$ cat src/rtl/rx_delay_calib_pkg.sv
// Shared types and sizes for the receiver delay-calibration scanner.
package rx_delay_calib_pkg;

  localparam int unsigned NUM_TAPS = 32;
  localparam int unsigned TAP_W    = 5;
  localparam int unsigned LEN_W    = 6;

  typedef enum logic [2:0] {
    S_IDLE,
    S_LOAD,
    S_SETTLE,
    S_DWELL,
    S_EVAL,
    S_NEXT,
    S_APPLY,
    S_FINISH
  } calib_state_t;

endpackage

$ cat src/rtl/rx_calib_run_tracker.sv
// Tracks the current passing run of taps and keeps the longest run seen so far.
module rx_calib_run_tracker
  import rx_delay_calib_pkg::*;
(
  input  logic             clk_i,
  input  logic             rst_i,
  input  logic             clear_i,
  input  logic             eval_i,
  input  logic             pass_i,
  input  logic             last_i,
  input  logic [TAP_W-1:0] tap_i,
  input  logic             edge_i,
  output logic [LEN_W-1:0] best_len_o,
  output logic [TAP_W-1:0] best_start_o,
  output logic             best_edge_o
);

  logic [LEN_W-1:0] cur_len_q, cur_len_d;
  logic [TAP_W-1:0] cur_start_q, cur_start_d;
  logic [LEN_W-1:0] best_len_q, best_len_d;
  logic [TAP_W-1:0] best_start_q, best_start_d;
  logic             best_edge_q, best_edge_d;
  logic [LEN_W-1:0] run_len;
  logic [TAP_W-1:0] run_start;
  logic             close_run;

  // Extend the run on a pass; close it on a fail or at the last tap of an edge.
  always_comb begin
    run_len      = cur_len_q;
    run_start    = cur_start_q;
    close_run    = !pass_i || last_i;
    cur_len_d    = cur_len_q;
    cur_start_d  = cur_start_q;
    best_len_d   = best_len_q;
    best_start_d = best_start_q;
    best_edge_d  = best_edge_q;
    if (pass_i) begin
      run_len = cur_len_q + LEN_W'(1);
      if (cur_len_q == '0) run_start = tap_i;
    end
    if (clear_i) begin
      cur_len_d    = '0;
      cur_start_d  = '0;
      best_len_d   = '0;
      best_start_d = '0;
      best_edge_d  = 1'b0;
    end else if (eval_i) begin
      cur_start_d = run_start;
      cur_len_d   = close_run ? '0 : run_len;
      // Strict compare keeps the earlier window on a tie.
      if (close_run && (run_len > best_len_q)) begin
        best_len_d   = run_len;
        best_start_d = run_start;
        best_edge_d  = edge_i;
      end
    end
  end

  // Run registers.
  always_ff @(posedge clk_i) begin
    if (rst_i) begin
      cur_len_q    <= '0;
      cur_start_q  <= '0;
      best_len_q   <= '0;
      best_start_q <= '0;
      best_edge_q  <= 1'b0;
    end else begin
      cur_len_q    <= cur_len_d;
      cur_start_q  <= cur_start_d;
      best_len_q   <= best_len_d;
      best_start_q <= best_start_d;
      best_edge_q  <= best_edge_d;
    end
  end

  assign best_len_o   = best_len_q;
  assign best_start_o = best_start_q;
  assign best_edge_o  = best_edge_q;

endmodule

$ cat src/rtl/rx_delay_calib.sv
// Scans every delay tap on both DDR edges, finds the widest error-free window
// and loads its centre into the receiver delay line.
module rx_delay_calib
  import rx_delay_calib_pkg::*;
#(
  parameter int unsigned SETTLE_CYCLES = 64,
  parameter int unsigned DWELL_CYCLES  = 4096,
  parameter int unsigned MIN_WINDOW    = 3
) (
  input  logic       BUS_CLK,
  input  logic       RST,
  input  logic       START,
  input  logic       ABORT,
  input  logic       RX_READY,
  input  logic [7:0] DECODER_ERR_CNT,
  output logic [4:0] DLY_VALUE,
  output logic       DLY_LOAD,
  output logic       SAMPLING_EDGE,
  output logic       ERR_RESET,
  output logic       BUSY,
  output logic       DONE,
  output logic       FAIL,
  output logic [4:0] BEST_TAP,
  output logic       BEST_EDGE,
  output logic [5:0] WINDOW_LEN
);

  localparam int unsigned CNT_MAX = (SETTLE_CYCLES > DWELL_CYCLES) ? SETTLE_CYCLES : DWELL_CYCLES;
  localparam int unsigned CNT_W   = (CNT_MAX > 1) ? $clog2(CNT_MAX) : 1;

  calib_state_t     state_q;
  logic [CNT_W-1:0] cnt_q;
  logic [TAP_W-1:0] tap_q;
  logic             edge_q;
  logic             pass_q;
  logic [TAP_W-1:0] dly_value_q;
  logic             dly_load_q;
  logic             sampling_edge_q;
  logic             err_reset_q;
  logic             busy_q;
  logic             done_q;
  logic             fail_q;
  logic [TAP_W-1:0] best_tap_q;
  logic             best_edge_q;
  logic [LEN_W-1:0] window_len_q;

  logic             start_ok;
  logic             last_tap;
  logic             point_pass;
  logic [LEN_W-1:0] trk_len;
  logic [TAP_W-1:0] trk_start;
  logic             trk_edge;
  logic             win_ok;
  logic [TAP_W-1:0] win_center;

  // Decode scan events and the window centre.
  always_comb begin
    start_ok   = (state_q == S_IDLE) && START && !ABORT;
    last_tap   = (tap_q == TAP_W'(NUM_TAPS - 1));
    point_pass = pass_q && (DECODER_ERR_CNT == 8'd0);
    win_ok     = (trk_len >= LEN_W'(MIN_WINDOW)) && (trk_len != '0);
    win_center = trk_start + TAP_W'((trk_len - LEN_W'(1)) >> 1);
  end

  rx_calib_run_tracker u_tracker (
    .clk_i        (BUS_CLK),
    .rst_i        (RST),
    .clear_i      (start_ok),
    .eval_i       ((state_q == S_EVAL) && !ABORT),
    .pass_i       (point_pass),
    .last_i       (last_tap),
    .tap_i        (tap_q),
    .edge_i       (edge_q),
    .best_len_o   (trk_len),
    .best_start_o (trk_start),
    .best_edge_o  (trk_edge)
  );

  // Scan FSM, counters and registered outputs.
  always_ff @(posedge BUS_CLK) begin
    if (RST) begin
      state_q         <= S_IDLE;
      cnt_q           <= '0;
      tap_q           <= '0;
      edge_q          <= 1'b0;
      pass_q          <= 1'b0;
      dly_value_q     <= '0;
      dly_load_q      <= 1'b0;
      sampling_edge_q <= 1'b0;
      err_reset_q     <= 1'b0;
      busy_q          <= 1'b0;
      done_q          <= 1'b0;
      fail_q          <= 1'b0;
      best_tap_q      <= '0;
      best_edge_q     <= 1'b0;
      window_len_q    <= '0;
    end else if (ABORT && (state_q != S_IDLE)) begin
      state_q     <= S_IDLE;
      cnt_q       <= '0;
      dly_load_q  <= 1'b0;
      err_reset_q <= 1'b0;
      busy_q      <= 1'b0;
      done_q      <= 1'b0;
    end else begin
      dly_load_q <= 1'b0;
      done_q     <= 1'b0;
      case (state_q)
        S_IDLE: begin
          if (start_ok) begin
            state_q         <= S_LOAD;
            tap_q           <= '0;
            edge_q          <= 1'b0;
            busy_q          <= 1'b1;
            fail_q          <= 1'b0;
            dly_value_q     <= '0;
            sampling_edge_q <= 1'b0;
            dly_load_q      <= 1'b1;
          end
        end
        S_LOAD: begin
          state_q     <= S_SETTLE;
          err_reset_q <= 1'b1;
          cnt_q       <= '0;
        end
        S_SETTLE: begin
          if (cnt_q == CNT_W'(SETTLE_CYCLES - 1)) begin
            state_q     <= S_DWELL;
            err_reset_q <= 1'b0;
            cnt_q       <= '0;
            pass_q      <= 1'b1;
          end else begin
            cnt_q <= cnt_q + CNT_W'(1);
          end
        end
        S_DWELL: begin
          if (!RX_READY) pass_q <= 1'b0;
          if (cnt_q == CNT_W'(DWELL_CYCLES - 1)) begin
            state_q <= S_EVAL;
            cnt_q   <= '0;
          end else begin
            cnt_q <= cnt_q + CNT_W'(1);
          end
        end
        S_EVAL: state_q <= S_NEXT;
        S_NEXT: begin
          if (!last_tap) begin
            state_q     <= S_LOAD;
            tap_q       <= tap_q + TAP_W'(1);
            dly_value_q <= tap_q + TAP_W'(1);
            dly_load_q  <= 1'b1;
          end else if (!edge_q) begin
            state_q         <= S_LOAD;
            tap_q           <= '0;
            edge_q          <= 1'b1;
            dly_value_q     <= '0;
            sampling_edge_q <= 1'b1;
            dly_load_q      <= 1'b1;
          end else begin
            state_q         <= S_APPLY;
            window_len_q    <= trk_len;
            fail_q          <= !win_ok;
            best_tap_q      <= win_ok ? win_center : '0;
            best_edge_q     <= win_ok ? trk_edge : 1'b0;
            dly_value_q     <= win_ok ? win_center : '0;
            sampling_edge_q <= win_ok ? trk_edge : 1'b0;
            dly_load_q      <= 1'b1;
          end
        end
        S_APPLY: begin
          state_q <= S_FINISH;
          done_q  <= 1'b1;
          busy_q  <= 1'b0;
        end
        S_FINISH: state_q <= S_IDLE;
        default:  state_q <= S_IDLE;
      endcase
    end
  end

  assign DLY_VALUE     = dly_value_q;
  assign DLY_LOAD      = dly_load_q;
  assign SAMPLING_EDGE = sampling_edge_q;
  assign ERR_RESET     = err_reset_q;
  assign BUSY          = busy_q;
  assign DONE          = done_q;
  assign FAIL          = fail_q;
  assign BEST_TAP      = best_tap_q;
  assign BEST_EDGE     = best_edge_q;
  assign WINDOW_LEN    = window_len_q;

endmodule

$ cat config.mk
export PLATFORM = sky130hd
export DESIGN_NAME = rx_delay_calib
export DESIGN_NICKNAME = d
export VERILOG_FILES = /design/src/rtl/rx_delay_calib_pkg.sv /design/src/rtl/rx_calib_run_tracker.sv /design/src/rtl/rx_delay_calib.sv
export SDC_FILE = /design/constraint.sdc
export NUM_CORES = 1
export LEC_CHECK = 0
export CAP_MARGIN = 40
export CORE_ASPECT_RATIO = 1.75
export CORE_UTILIZATION = 35
export CTS_CLUSTER_SIZE = 40
export DETAILED_ROUTE_END_ITERATION = 8
export PLACE_DENSITY = 0.6
export SETUP_SLACK_MARGIN = 0.2
export SYNTH_ARGS = -nofsm -noshare
export SYNTH_HDL_FRONTEND = slang
export SYNTH_SLANG_ARGS = --single-unit
$ cat constraint.sdc
create_clock -name BUS_CLK -period 7.1 [get_ports BUS_CLK]
set_input_delay 2.13 -clock BUS_CLK [delete_from_list [all_inputs] [get_ports BUS_CLK]]
set_output_delay 2.13 -clock BUS_CLK [all_outputs]
set_load 0.005 [all_outputs]
# ---- After elaboration in Yosys (flattened, before gate mapping)
# Cells that the tools add are included.
dict set report classes {
  addsub 5
  n_lt_le_gt_ge 2
  eq_ne 17
  mux 41
  bitwise_logic 1
  reduce_logical 33
}
# operator n
set ops {}
lappend ops {{$mux W5} 8}
lappend ops {{$pmux W12 S3} 1}
lappend ops {{$mux W12} 2}
lappend ops {{$pmux W3 S8} 1}
lappend ops {{$pmux W5 S2} 2}
lappend ops {{$reduce_and A4 Y1} 4}
lappend ops {{$mux W3} 5}
lappend ops {{$pmux W1 S2} 7}
lappend ops {{$mux W1} 13}
lappend ops {{$add A12 B1 Y12 const B} 1}
lappend ops {{$eq A12 B12 Y1 const B} 1}
lappend ops {{$eq A12 B6 Y1 const B} 1}
lappend ops {{$eq A3 B3 Y1 const B} 4}
lappend ops {{$mux W6} 2}
lappend ops {{$ne A2 B2 Y1 const B} 5}
lappend ops {{$logic_not A8 Y1} 1}
lappend ops {{$reduce_bool A2 Y1} 4}
lappend ops {{$logic_and A1 B1 Y1} 7}
lappend ops {{$add A6 B1 Y6 const B} 1}
lappend ops {{$eq A3 B2 Y1 const B} 2}
lappend ops {{$ge A6 B2 Y1 const B} 1}
lappend ops {{$gt A6 B6 Y1} 1}
lappend ops {{$logic_not A6 Y1} 1}
lappend ops {{$reduce_and A2 Y1} 3}
lappend ops {{other kinds (16)} 21}
dict set report word_totals {
  ff_bits 68
  input_bits 13
  word_cells 119
}

# ---- Longest topological paths before layout
# Gate-level depths: netlist of the first run.
dict set report depth {
  ltp_word 6
  ltp_mapped 12
  ltp_nobuf 11
}

# ---- Modules after synthesis
# Synthesis of the first run repeated with hierarchy kept, for this count alone.
dict set report unflattened {
  hier_cells 462
  area_unflattened_um2 3863.7
}
# mod n_inst cells_each area_each_um2 seq_area_each_um2
set by_module_without_submodules {}
lappend by_module_without_submodules {rx_delay_calib 1 315 2512.4 900.9}
lappend by_module_without_submodules {rx_calib_run_tracker 1 147 1351.3 460.4}

# ---- Worst setup path after synthesis of the first run
# Ideal clock, no wire load.
dict set report synth_path {
  kind {input to register}
  start {in DECODER_ERR_CNT[3]}
  end {reg u_tracker.best_start_q[3] (netlist: u_tracker.best_start_o[3])}
  setup_ns 0.136
  arrival_time_ns 4.241
  required_time_ns 6.964
  slack_ns 2.724
  path_stages 11
  path_cell_list {nor4_4 nand3_2 or3_1 nand2_1 ha_1 a21boi_0 o311a_1 buf_6 buf_6 nor2_1 a211oi_2}
}
dict set report synth_via {
  elab_chain_cells 6
}
# element line_no
set synth_lines {}
lappend synth_lines {{from (decl)} rx_delay_calib.sv:15} ;# input logic [7:0] DECODER_ERR_CNT,
lappend synth_lines {{$logic_not A8 Y1} rx_delay_calib.sv:60} ;# point_pass = pass_q && (DECODER_ERR_CNT == 8'd0);
lappend synth_lines {{$logic_and A1 B1 Y1} rx_delay_calib.sv:60}
lappend synth_lines {{$mux W6} rx_calib_run_tracker.sv:37} ;# if (pass_i) begin
lappend synth_lines {{via u_tracker.run_len[5]} rx_calib_run_tracker.sv:23} ;# logic [LEN_W-1:0] run_len;
lappend synth_lines {{$gt A6 B6 Y1} rx_calib_run_tracker.sv:51} ;# if (close_run && (run_len > best_len_q)) begin
lappend synth_lines {{$logic_and A1 B1 Y1} rx_calib_run_tracker.sv:51}
lappend synth_lines {{$reduce_and A2 Y1 (no line)} n/a}
lappend synth_lines {{to (signal assigned)} rx_calib_run_tracker.sv:71} ;# best_start_q <= best_start_d;
lappend synth_lines {{to (decl)} rx_calib_run_tracker.sv:21} ;# logic [TAP_W-1:0] best_start_q, best_start_d;
# The timed path passes the listed nets, and every way through them passes these cells.
# A chain may end at the register's enable or synchronous reset.

# ---- Final worst setup path of the first run
dict set report layout_path {
  start {in DECODER_ERR_CNT[3]}
  end {reg u_tracker.best_len_q[3] (netlist: u_tracker.best_len_o[3])}
}
dict set report layout_via {
  elab_chain_cells 6
}
# element line_no
set layout_lines {}
lappend layout_lines {{$logic_not A8 Y1} rx_delay_calib.sv:60}
lappend layout_lines {{$logic_and A1 B1 Y1} rx_delay_calib.sv:60}
lappend layout_lines {{$mux W6} rx_calib_run_tracker.sv:37}
lappend layout_lines {{via u_tracker.run_len[5]} rx_calib_run_tracker.sv:23}
lappend layout_lines {{$gt A6 B6 Y1} rx_calib_run_tracker.sv:51}
lappend layout_lines {{$logic_and A1 B1 Y1} rx_calib_run_tracker.sv:51}
lappend layout_lines {{$reduce_and A2 Y1 (no line)} n/a}
lappend layout_lines {{to (signal assigned)} rx_calib_run_tracker.sv:70} ;# best_len_q <= best_len_d;
lappend layout_lines {{to (decl)} rx_calib_run_tracker.sv:20} ;# logic [LEN_W-1:0] best_len_q, best_len_d;
# The timed path passes the listed nets, and every way through them passes these cells.

==> results.yml, run 1 <==
floorplanning:
  core_um2: 10300
  die_height_um: 138
  die_w_um: 80.0
  io_pins: 36
  rows: 49
  dieArea_um2: 11100
  initial_utilization_pct: 36.1
yosys:
  async_flop_share_pct: 0
  seq_area_frac_synth_pct: 36.6
  yosys_most_used_dff: "dfxtp_1"
  yosys.cell_types.count: 55
  synth_warnings: 0
  synth.avg_cell_area_um2: 8.29
  syn_nets: 482
  synth_seq_cells: 68
  netlist_area_um2: 3720
  synth_edf_count: 0
  synth_cells: 449
critical_path:
  worst_r2r_endpoint: "u_tracker.best_len_o[3]$_SDFFE_PP0P_"
  path_delay_family: "simple AND/OR/NAND/NOR gates"
  worstSetupEndpointType: "flip-flop"
  critical_path_class: "in -> reg"
  crit_path_top_delay_cell: "o311a_1"
  start_kind: "input port"
  r2r-start: "pass_q$_SDFFE_PP0P_"
  setup.worst_path.end: "u_tracker.best_len_o[3]$_SDFFE_PP0P_"
  worstPathCellList: "clkdlybuf4s50_1 -> nor4_4 -> nand3_2 -> or3_1 -> nand2_1 -> ha_1 -> nand4_1 -> o21ba_1 -> o311a_1 -> mux2i_1 -> nor2_1"
  cp_num_cells: 11
  critPathLaunch: "DECODER_ERR_CNT[3]"
  path_buf_inv: 1
  worstPathRequired_ps: 7310
  critPathArrivalTime_ps: 5230
  max_stage_delay_ps: 680
  regToRegSetupSlack_ps: 4050
  critPathMaxFanout: 19
  ff2ff_path_depth: 10
route:
  first_pass_iters: 4
  vias_per_cell: 5.53
  wl_mm: 9.38
  drtIter0Drc: 132
  drc: 0
  wl_per_cell_um: 15.4
  antenna_left: 0
  vias: 3363
placed_design:
  dp_hpwl_mm: 7.10
  pre_cts_ws_ps: 1740
  port_buffers: 35
  gp_congestion: 0.847
worst_hold_path:
  hold_start: "WINDOW_LEN[4]$_SDFFE_PP0P_"
  hold_path_class: "reg -> reg"
finish:
  synthToLayoutAreaGrowth_pct: 20.7
  layout-drive-gt1-share_pct: 5.82
  mostFrequentLayoutCell: "dfxtp_1"
  final_cell_mix: "68 x dfxtp_1, 56 x nor2_1, 39 x nand2_1"
  fin_nets: 509
  num_antenna_cells: 0
  post-route-util_pct: 43.6
clock_network:
  cts.sinks: 68
  cts_setup_buffers: 0
  clock_latency_ps: 330
  cts_tree: "done"
  cts_made_buffers: 9
  htreeDepth: 3
  ctsHoldBuffers: 0
  cts_root_buf: "clkbuf_16"
  ctsLongestPathBuffers: 2
  path_clk_slew_ps: 50
  cts_resized: 0
sta:
  worst_slack_ps: 2080
  fin_crit_sh_pct: 70.7
  fin_setup_tns_ps: 0
  setup_violations: 0
  tightestPinTransition_ps: 810
  fin_skew_ps: 7.43
  relSlewSlack_pct: 45.9
  drv_slew: 0
  fmax_mhz: 199
  grt_setup_unrepaired: "no"
  finalHoldViolCount: 0
  min_period_ps: 5020
power_and_ir_drop:
  p_int_w: 0.000769
  power_density_nw_per_um2: 223
  p_comb_share_pct: 7.9
  seq_power_share_pct: 40.2
  switching_share_pct: 23.3
  leakage_nw: 1.62
  p_switching_w: 0.000234
  clkPwrFrac_pct: 52.0
  max-vdd-ir-drop_uv: 163
run_status:
  status: "finished, final reports clean"
global_routing:
  grtUsageTotal_pct: 18.1
  grt_max_degree: 27
  grt_pass1_wl_mm: 15.7
  antenna_found_initial: 0
  grt_pass1_vias: 3321
  grt_overflow: 0
flow_run:
  maxCapViolCount: 0
-- registers in the layout (all words and copies together), names as in the netlist --
name and count:
DLY_LOAD 1, u_tracker.best_start_o 5, u_tracker.best_edge_o 1, u_tracker.cur_len_q 6, DLY_VALUE 5, edge_q 1, tap_q 5, pass_q 1
ERR_RESET 1, DONE 1, state_q 3, cnt_q 12, WINDOW_LEN 6, BUSY 1, u_tracker.cur_start_q 5, u_tracker.best_len_o 6
BEST_TAP 5, BEST_EDGE 1, SAMPLING_EDGE 1, FAIL 1
-- metrics by stage --
step	hold slack (ps)	instances	area (µm²)	power [W]
after CTS	456	608	4490	0.00102
after global routing	478	608	4490	0.00104
after floorplan	448	449	3720	0.000460
after detailed placement	448	592	4140	0.000490
final	452	608	4490	0.00100
after global placement	442	591	4140	0.000489
-- worst min path at each step --
stage,endpoint,cells past startpoint
after floorplan,DLY_VALUE[1]$_SDFFE_PP0P_,2
after global placement,WINDOW_LEN[4]$_SDFFE_PP0P_,2
after detailed placement,WINDOW_LEN[4]$_SDFFE_PP0P_,2
after CTS,WINDOW_LEN[4]$_SDFFE_PP0P_,2
after global routing,WINDOW_LEN[3]$_SDFFE_PP0P_,2
final,WINDOW_LEN[4]$_SDFFE_PP0P_,2
-- kinds of logic after synthesis --
kind of cell | count (synthesis) | share of synthesized area (%)
AOI/OAI and AO/OA | 104 | 18.6
xor gates and xnor gates | 14 | 3.29
DFF | 68 | 36.6
buffers and inverters | 42 | 4.97
muxes | 16 | 4.30
adders and majority gates | 20 | 6.92
and+or+nand+nor | 185 | 25.3
-- metal layers --
metal / GRT usage (%) / wire length [µm]
met4: 8.65 / 327
met2: 33.5 / 5150
met1: 18.9 / 3640
met5: 0 / 0
met3: 3.37 / 266
-- power groups by stage --
stage               clock, W  sequential [W]  combinational (W)
finish              0.000521        0.000403          0.0000788
global route        0.000552        0.000405          0.0000871
CTS                 0.000535        0.000403          0.0000793
detailed placement         0        0.000411          0.0000787
global placement           0        0.000411          0.0000778
floorplan                  0        0.000400          0.0000598
-- synth_stat cells (all sizes together), types with 8 or more instances --
cell type / count / share of area, %
a22oi: 8 / 1.6
nand3: 14 / 2.0
nor3: 21 / 3.1
a211oi: 11 / 2.6
buf: 8 / 1.5
o21ai: 17 / 2.3
dfxtp: 68 / 37
nand4: 11 / 1.8
a21oi: 33 / 4.4
inv: 20 / 2.0
ha: 19 / 6.4
nor2: 56 / 5.6
clkbuf: 14 / 1.4
xnor2: 10 / 2.4
nand2: 39 / 3.9
mux2i: 16 / 4.3
-- worst reg2reg max path, cell delays in order (launching register included) --
cell and delay [ps]:
dfxtp_1 390, nor3b_2 370, nand3_2 220, or3_1 380
nand2_1 80, ha_1 230, nand4_1 110, o21ba_1 140
o311a_1 680, mux2i_1 270, nor2_1 60
-- layout make-up --
cell class                      instances  area [µm²]
Multi-Input combinational cell        339        2180
Timing Repair Buffer                   38         370
Sequential cell                        68        1360
Clock buffer                           10         239
Fill cell                            1038        5810
Tap cell                              127         159
Clock inverter                          6         111
Inverter                               20        75.1
No activity file was read; power rests on OpenSTA's default activity.
==> inputs of run 2 (changes only) <==
Clock period 7.1 ns to 4.7 ns, I/O delays scaled along.
==> run 2 against run 1 <==
Effect of this change: hold slack improved by 3.0 ps; register-to-register slack got worse by 2100 ps; combinational power rose by 51%; global-route usage rose by 0.071 points; die area did not move; core utilization rose by 0.073 points; total power rose by 45%; sequential power rose by 51%; critical path type unchanged; largest cell class unchanged; highest routed layer unchanged.
==> results.yml, run 2 (synthesis gave the netlist of run 1 again) <==
floorplanning:
  die_w_um: 80.0
  rows: 49
  dieArea_um2: 11100
  die_height_um: 138
  io_pins: 36
  core_um2: 10300
  initial_utilization_pct: 36.1
sta:
  grt_setup_unrepaired: "no"
  finalHoldViolCount: 0
  min_period_ps: 4010
  worst_slack_ps: 687
  setup_violations: 0
  fin_setup_tns_ps: 0
  tightestPinTransition_ps: 850
  drv_slew: 0
  fin_skew_ps: 8.19
  fmax_mhz: 249
  relSlewSlack_pct: 43.3
  fin_crit_sh_pct: 85.4
worst_hold_path:
  hold_end: "WINDOW_LEN[3]$_SDFFE_PP0P_"
  hold_path_class: "reg -> reg"
  hold_start: "WINDOW_LEN[3]$_SDFFE_PP0P_"
  worstHoldPathCells: 2
clock_network:
  cts_resized: 0
  cts_made_buffers: 9
  cts.sinks: 68
  ctsHoldBuffers: 0
  cts_tree: "done"
  ctsLongestPathBuffers: 2
  cts_setup_buffers: 0
  cts_root_buf: "clkbuf_16"
  clock_latency_ps: 330
  htreeDepth: 3
  path_clk_slew_ps: 60
finish:
  synthToLayoutAreaGrowth_pct: 20.9
  final_cell_mix: "68 x dfxtp_1, 56 x nor2_1, 39 x nand2_1"
  fin_nets: 513
  fin_cells: 612
  fillers: 1042
  layout-drive-gt1-share_pct: 6.60
  mostFrequentLayoutCell: "dfxtp_1"
  top_register: "cnt_q"
  num_antenna_cells: 0
  largest_reg_flops: 12
power_and_ir_drop:
  max-vdd-ir-drop_uv: 219
  power_density_nw_per_um2: 324
  leakage_nw: 1.63
critical_path:
  ff2ff_path_depth: 11
  worstSetupEndpointType: "flip-flop"
  path_buf_inv: 2
  worstPathRequired_ps: 4910
  r2r-start: "pass_q$_SDFFE_PP0P_"
  regToRegSetupSlack_ps: 1910
  critPathArrivalTime_ps: 4230
  crit_path_top_delay_cell: "nor4_4"
  critPathMaxFanout: 18
  start_kind: "input port"
  path_delay_family: "simple AND/OR/NAND/NOR gates"
  worstPathCellList: "clkdlybuf4s50_1 -> nor4_4 -> nand3_2 -> or3_1 -> nand2_1 -> ha_1 -> nand4_1 -> o21ba_1 -> o311a_1 -> buf_4 -> mux2i_1 -> nor2_1"
  critical_path_class: "in -> reg"
  worst_r2r_endpoint: "u_tracker.best_len_o[2]$_SDFFE_PP0P_"
  max_stage_delay_ps: 450
route:
  wl_per_cell_um: 15.4
  antenna_left: 0
  wl_mm: 9.42
  first_pass_iters: 4
  drtIter0Drc: 135
  drc: 0
  vias: 3356
  vias_per_cell: 5.48
flow_run:
  maxCapViolCount: 0
placed_design:
  gp_congestion: 0.852
  placedCellCount: 596
  pre_cts_ws_ps: 343
  dp_hpwl_mm: 7.14
  port_buffers: 35
global_routing:
  grtUsageTotal_pct: 18.2
  grt_max_degree: 27
  antenna_found_initial: 0
  grt_pass1_vias: 3294
  grt_overflow: 0
  grt_pass1_wl_mm: 15.6
run_status:
  status: "finished, final reports clean"
==> run 2: metrics by stage <==
| stage | hold WS (ps) | utilization (%) | instance area (µm²) | power, W |
|---|---|---|---|---|
| after global placement | 443 | 40.5 | 4170 | 0.000740 |
| after global routing | 479 | 43.7 | 4500 | 0.00152 |
| final | 455 | 43.7 | 4500 | 0.00146 |
| after floorplan | 448 | - | 3720 | 0.000695 |
| after CTS | 458 | 43.7 | 4500 | 0.00148 |
| after detailed placement | 451 | 40.5 | 4170 | 0.000741 |
==> run 2: worst register-to-register path, delay by kind of cell, from the launching register on <==
kind,cells,cell delay [ps]
AND/OR/NAND/NOR,6,1230
adder cells (fa/ha/maj),1,230
AO/OA/AOI/OAI,2,320
multiplexers,1,230
buffers and inverters,1,250
flip-flops,1,400
==> run 2: routing by layer <==
layer  GRT usage, %  vias up  share of wire, %
li1               -     1674                 -
met1           18.3     1595                39
met2           34.1       64                55
met3           4.29       23               2.9
met4           8.08        0               3.1
met5              0        -                 0
==> run 2: layout make-up <==
| type | count | area (µm²) | share of cell area (%) |
|---|---|---|---|
| clock inverter | 6 | 86.3 | 1.92 |
| tap | 127 | 159 | 3.53 |
| sequential | 68 | 1360 | 30.3 |
| timing repair buffer | 42 | 403 | 8.95 |
| multi-input combinational | 339 | 2180 | 48.4 |
| clock buffer | 10 | 239 | 5.31 |
| inverter | 20 | 75.1 | 1.67 |
==> run 2: how the worst max path moves through the flow <==
stage                  startpoint  depth (start not counted)  slack, ps                                      to
3_5_place_dp   DECODER_ERR_CNT[3]                         12        340    u_tracker.best_len_o[2]$_SDFFE_PP0P_
3_3_place_gp   DECODER_ERR_CNT[3]                         12        450    u_tracker.best_len_o[3]$_SDFFE_PP0P_
4_1_cts        DECODER_ERR_CNT[3]                         12        690    u_tracker.best_len_o[2]$_SDFFE_PP0P_
6_report       DECODER_ERR_CNT[3]                         12        690    u_tracker.best_len_o[2]$_SDFFE_PP0P_
5_1_grt        DECODER_ERR_CNT[3]                         12        460    u_tracker.best_len_o[2]$_SDFFE_PP0P_
2_1_floorplan  DECODER_ERR_CNT[3]                         11       1040  u_tracker.best_start_o[3]$_SDFFE_PP0P_
==> run 2: power by group <==
group	leakage [nW]	switching, W	internal [W]
Clock	0.159	0.000252	0.000478
Combinational	0.928	0.0000747	0.0000444
Sequential	0.548	0.0000230	0.000586
==> inputs of run 3 (changes only) <==
Settings changed: CORE_MARGIN set to 2.
==> run 3 against run 2 <==
Effect of this change: maximum frequency grew 0.58%; cell count is the same; critical path type unchanged; highest routed layer unchanged; global-route usage shrank 0.91 points; final area shrank 0.14%; non-clock buffer count is the same.
==> results.yml, run 3 (synthesis gave the netlist of run 1 again) <==
sta:
  relSlewSlack_pct: 44.4
  grt_setup_unrepaired: "no"
  fin_setup_tns_ps: 0
  min_period_ps: 3990
  tightestPinTransition_ps: 833
  fmax_mhz: 251
  finalHoldViolCount: 0
  setup_violations: 0
  drv_slew: 0
  fin_crit_sh_pct: 84.9
  fin_skew_ps: 7.46
global_routing:
  grt_pass1_vias: 3327
  grtUsageTotal_pct: 17.3
  grt_max_degree: 27
  grt_overflow: 0
  antenna_found_initial: 0
  grt_pass1_wl_mm: 15.3
critical_path:
  start_kind: "input port"
  critPathArrivalTime_ps: 4200
  critical_path_class: "in -> reg"
  ff2ff_path_depth: 7
  worstPathRequired_ps: 4910
  critPathMaxFanout: 18
  max_stage_delay_ps: 440
  worstSetupEndpointType: "flip-flop"
  worst_r2r_endpoint: "BEST_EDGE$_SDFFE_PP0P_"
  r2r-start: "tap_q[0]$_SDFFE_PP0P_"
  crit_path_top_delay_cell: "clkdlybuf4s50_1"
  regToRegSetupSlack_ps: 1920
  worstPathCellList: "clkdlybuf4s50_1 -> nor4_4 -> nand3_2 -> or3_1 -> nand2_1 -> ha_1 -> nand4_1 -> o21ba_1 -> o311a_1 -> buf_4 -> mux2i_1 -> nor2_1"
finish:
  largest_reg_flops: 12
  mostFrequentLayoutCell: "dfxtp_1"
  multi_input_area_um2: 2180
  fillers: 1040
  layout-drive-gt1-share_pct: 6.19
  top_register: "cnt_q"
  synthToLayoutAreaGrowth_pct: 20.7
  final_cell_mix: "68 x dfxtp_1, 56 x nor2_1, 39 x nand2_1"
  post-route-util_pct: 43.6
  fin_nets: 513
  num_antenna_cells: 0
  ff_latch_area_um2: 1360
clock_network:
  cts_resized: 0
  path_clk_slew_ps: 60
  cts_made_buffers: 9
  cts.sinks: 68
  htreeDepth: 3
  clock_latency_ps: 330
  ctsLongestPathBuffers: 2
  ctsHoldBuffers: 0
  cts_setup_buffers: 0
  cts_tree: "done"
  cts_root_buf: "clkbuf_16"
power_and_ir_drop:
  p_comb_share_pct: 8.3
  clkPwrFrac_pct: 49.8
  max-vdd-ir-drop_uv: 247
  power_density_nw_per_um2: 324
  leakage_nw: 1.63
  seq_power_share_pct: 41.9
  p_int_w: 0.00111
  p_switching_w: 0.000346
  switching_share_pct: 23.8
floorplanning:
  initial_utilization_pct: 36.1
  die_w_um: 82.0
  die_height_um: 140
  rows: 49
  dieArea_um2: 11500
  core_um2: 10300
  io_pins: 36
run_status:
  status: "finished, final reports clean"
worst_hold_path:
  worstHoldPathCells: 2
  hold_path_class: "reg -> reg"
  hold_end: "WINDOW_LEN[2]$_SDFFE_PP0P_"
  hold_start: "WINDOW_LEN[2]$_SDFFE_PP0P_"
flow_run:
  maxCapViolCount: 0
placed_design:
  port_buffers: 35
  dp_hpwl_mm: 7.12
  gp_congestion: 0.861
route:
  antenna_left: 0
  wl_mm: 9.50
  vias: 3369
  drc: 0
  drtIter0Drc: 190
  first_pass_iters: 4
  vias_per_cell: 5.50
  wl_per_cell_um: 15.5
## run 3: worst max-delay path: cells and delay by family
family | cells | cell delay, ps
multiplexers | 1 | 210
AO/OA/AOI/OAI | 2 | 310
AND/OR/NAND/NOR | 6 | 1340
buffers and inverters | 2 | 690
adder cells (fa/ha/maj) | 1 | 230
## run 3: metrics by stage
| step | instance area, µm² | worst slack [ps] | cells | hold slack, ps | power (W) |
|---|---|---|---|---|---|
| floorplan | 3720 | 1040 | 449 | 448 | 0.000695 |
| global placement | 4170 | 470 | 596 | 442 | 0.000741 |
| global route | 4490 | 499 | 612 | 485 | 0.00151 |
| detailed placement | 4170 | 383 | 596 | 452 | 0.000743 |
| CTS | 4490 | 728 | 612 | 458 | 0.00147 |
| finish | 4490 | 710 | 612 | 453 | 0.00145 |
## run 3: worst max path at each step
stage	start	to	slack (ps)	cells past startpoint
finish	DECODER_ERR_CNT[3]	u_tracker.best_edge_o$_SDFFE_PP0P_	710	12
global route	DECODER_ERR_CNT[3]	u_tracker.best_len_o[3]$_SDFFE_PP0P_	500	12
CTS	DECODER_ERR_CNT[3]	u_tracker.best_len_o[4]$_SDFFE_PP0P_	730	12
detailed placement	DECODER_ERR_CNT[3]	u_tracker.best_len_o[4]$_SDFFE_PP0P_	380	12
global placement	DECODER_ERR_CNT[3]	u_tracker.best_len_o[4]$_SDFFE_PP0P_	470	12
floorplan	DECODER_ERR_CNT[3]	u_tracker.best_start_o[3]$_SDFFE_PP0P_	1040	11
## run 3: cell type report
| type | instances | share of cell area [%] |
|---|---|---|
| clock buffer | 12 | 5.49 |
| clock inverter | 4 | 1.62 |
| inverter | 20 | 1.67 |
| multi-input combinational | 339 | 48.4 |
| sequential | 68 | 30.3 |
| tap | 127 | 3.54 |
| timing repair buffer | 42 | 8.97 |
## run 3: per-layer routing
layer	share of wire (%)	up-vias	wire length [µm]	GRT usage, %
met4	4.6	0	433	11.0
met2	54	68	5090	30.3
li1	-	1678	-	-
met1	39	1594	3670	17.6
met3	3.2	29	305	4.06
met5	0	-	0	0
## run 3: power groups by stage
stage / sequential [W] / clock (W) / combinational [W]
after floorplan: 0.000605 / 0 / 0.0000904
after global placement: 0.000621 / 0 / 0.000120
after detailed placement: 0.000621 / 0 / 0.000122
after CTS: 0.000609 / 0.000737 / 0.000122
after global routing: 0.000613 / 0.000760 / 0.000135
final: 0.000609 / 0.000724 / 0.000121
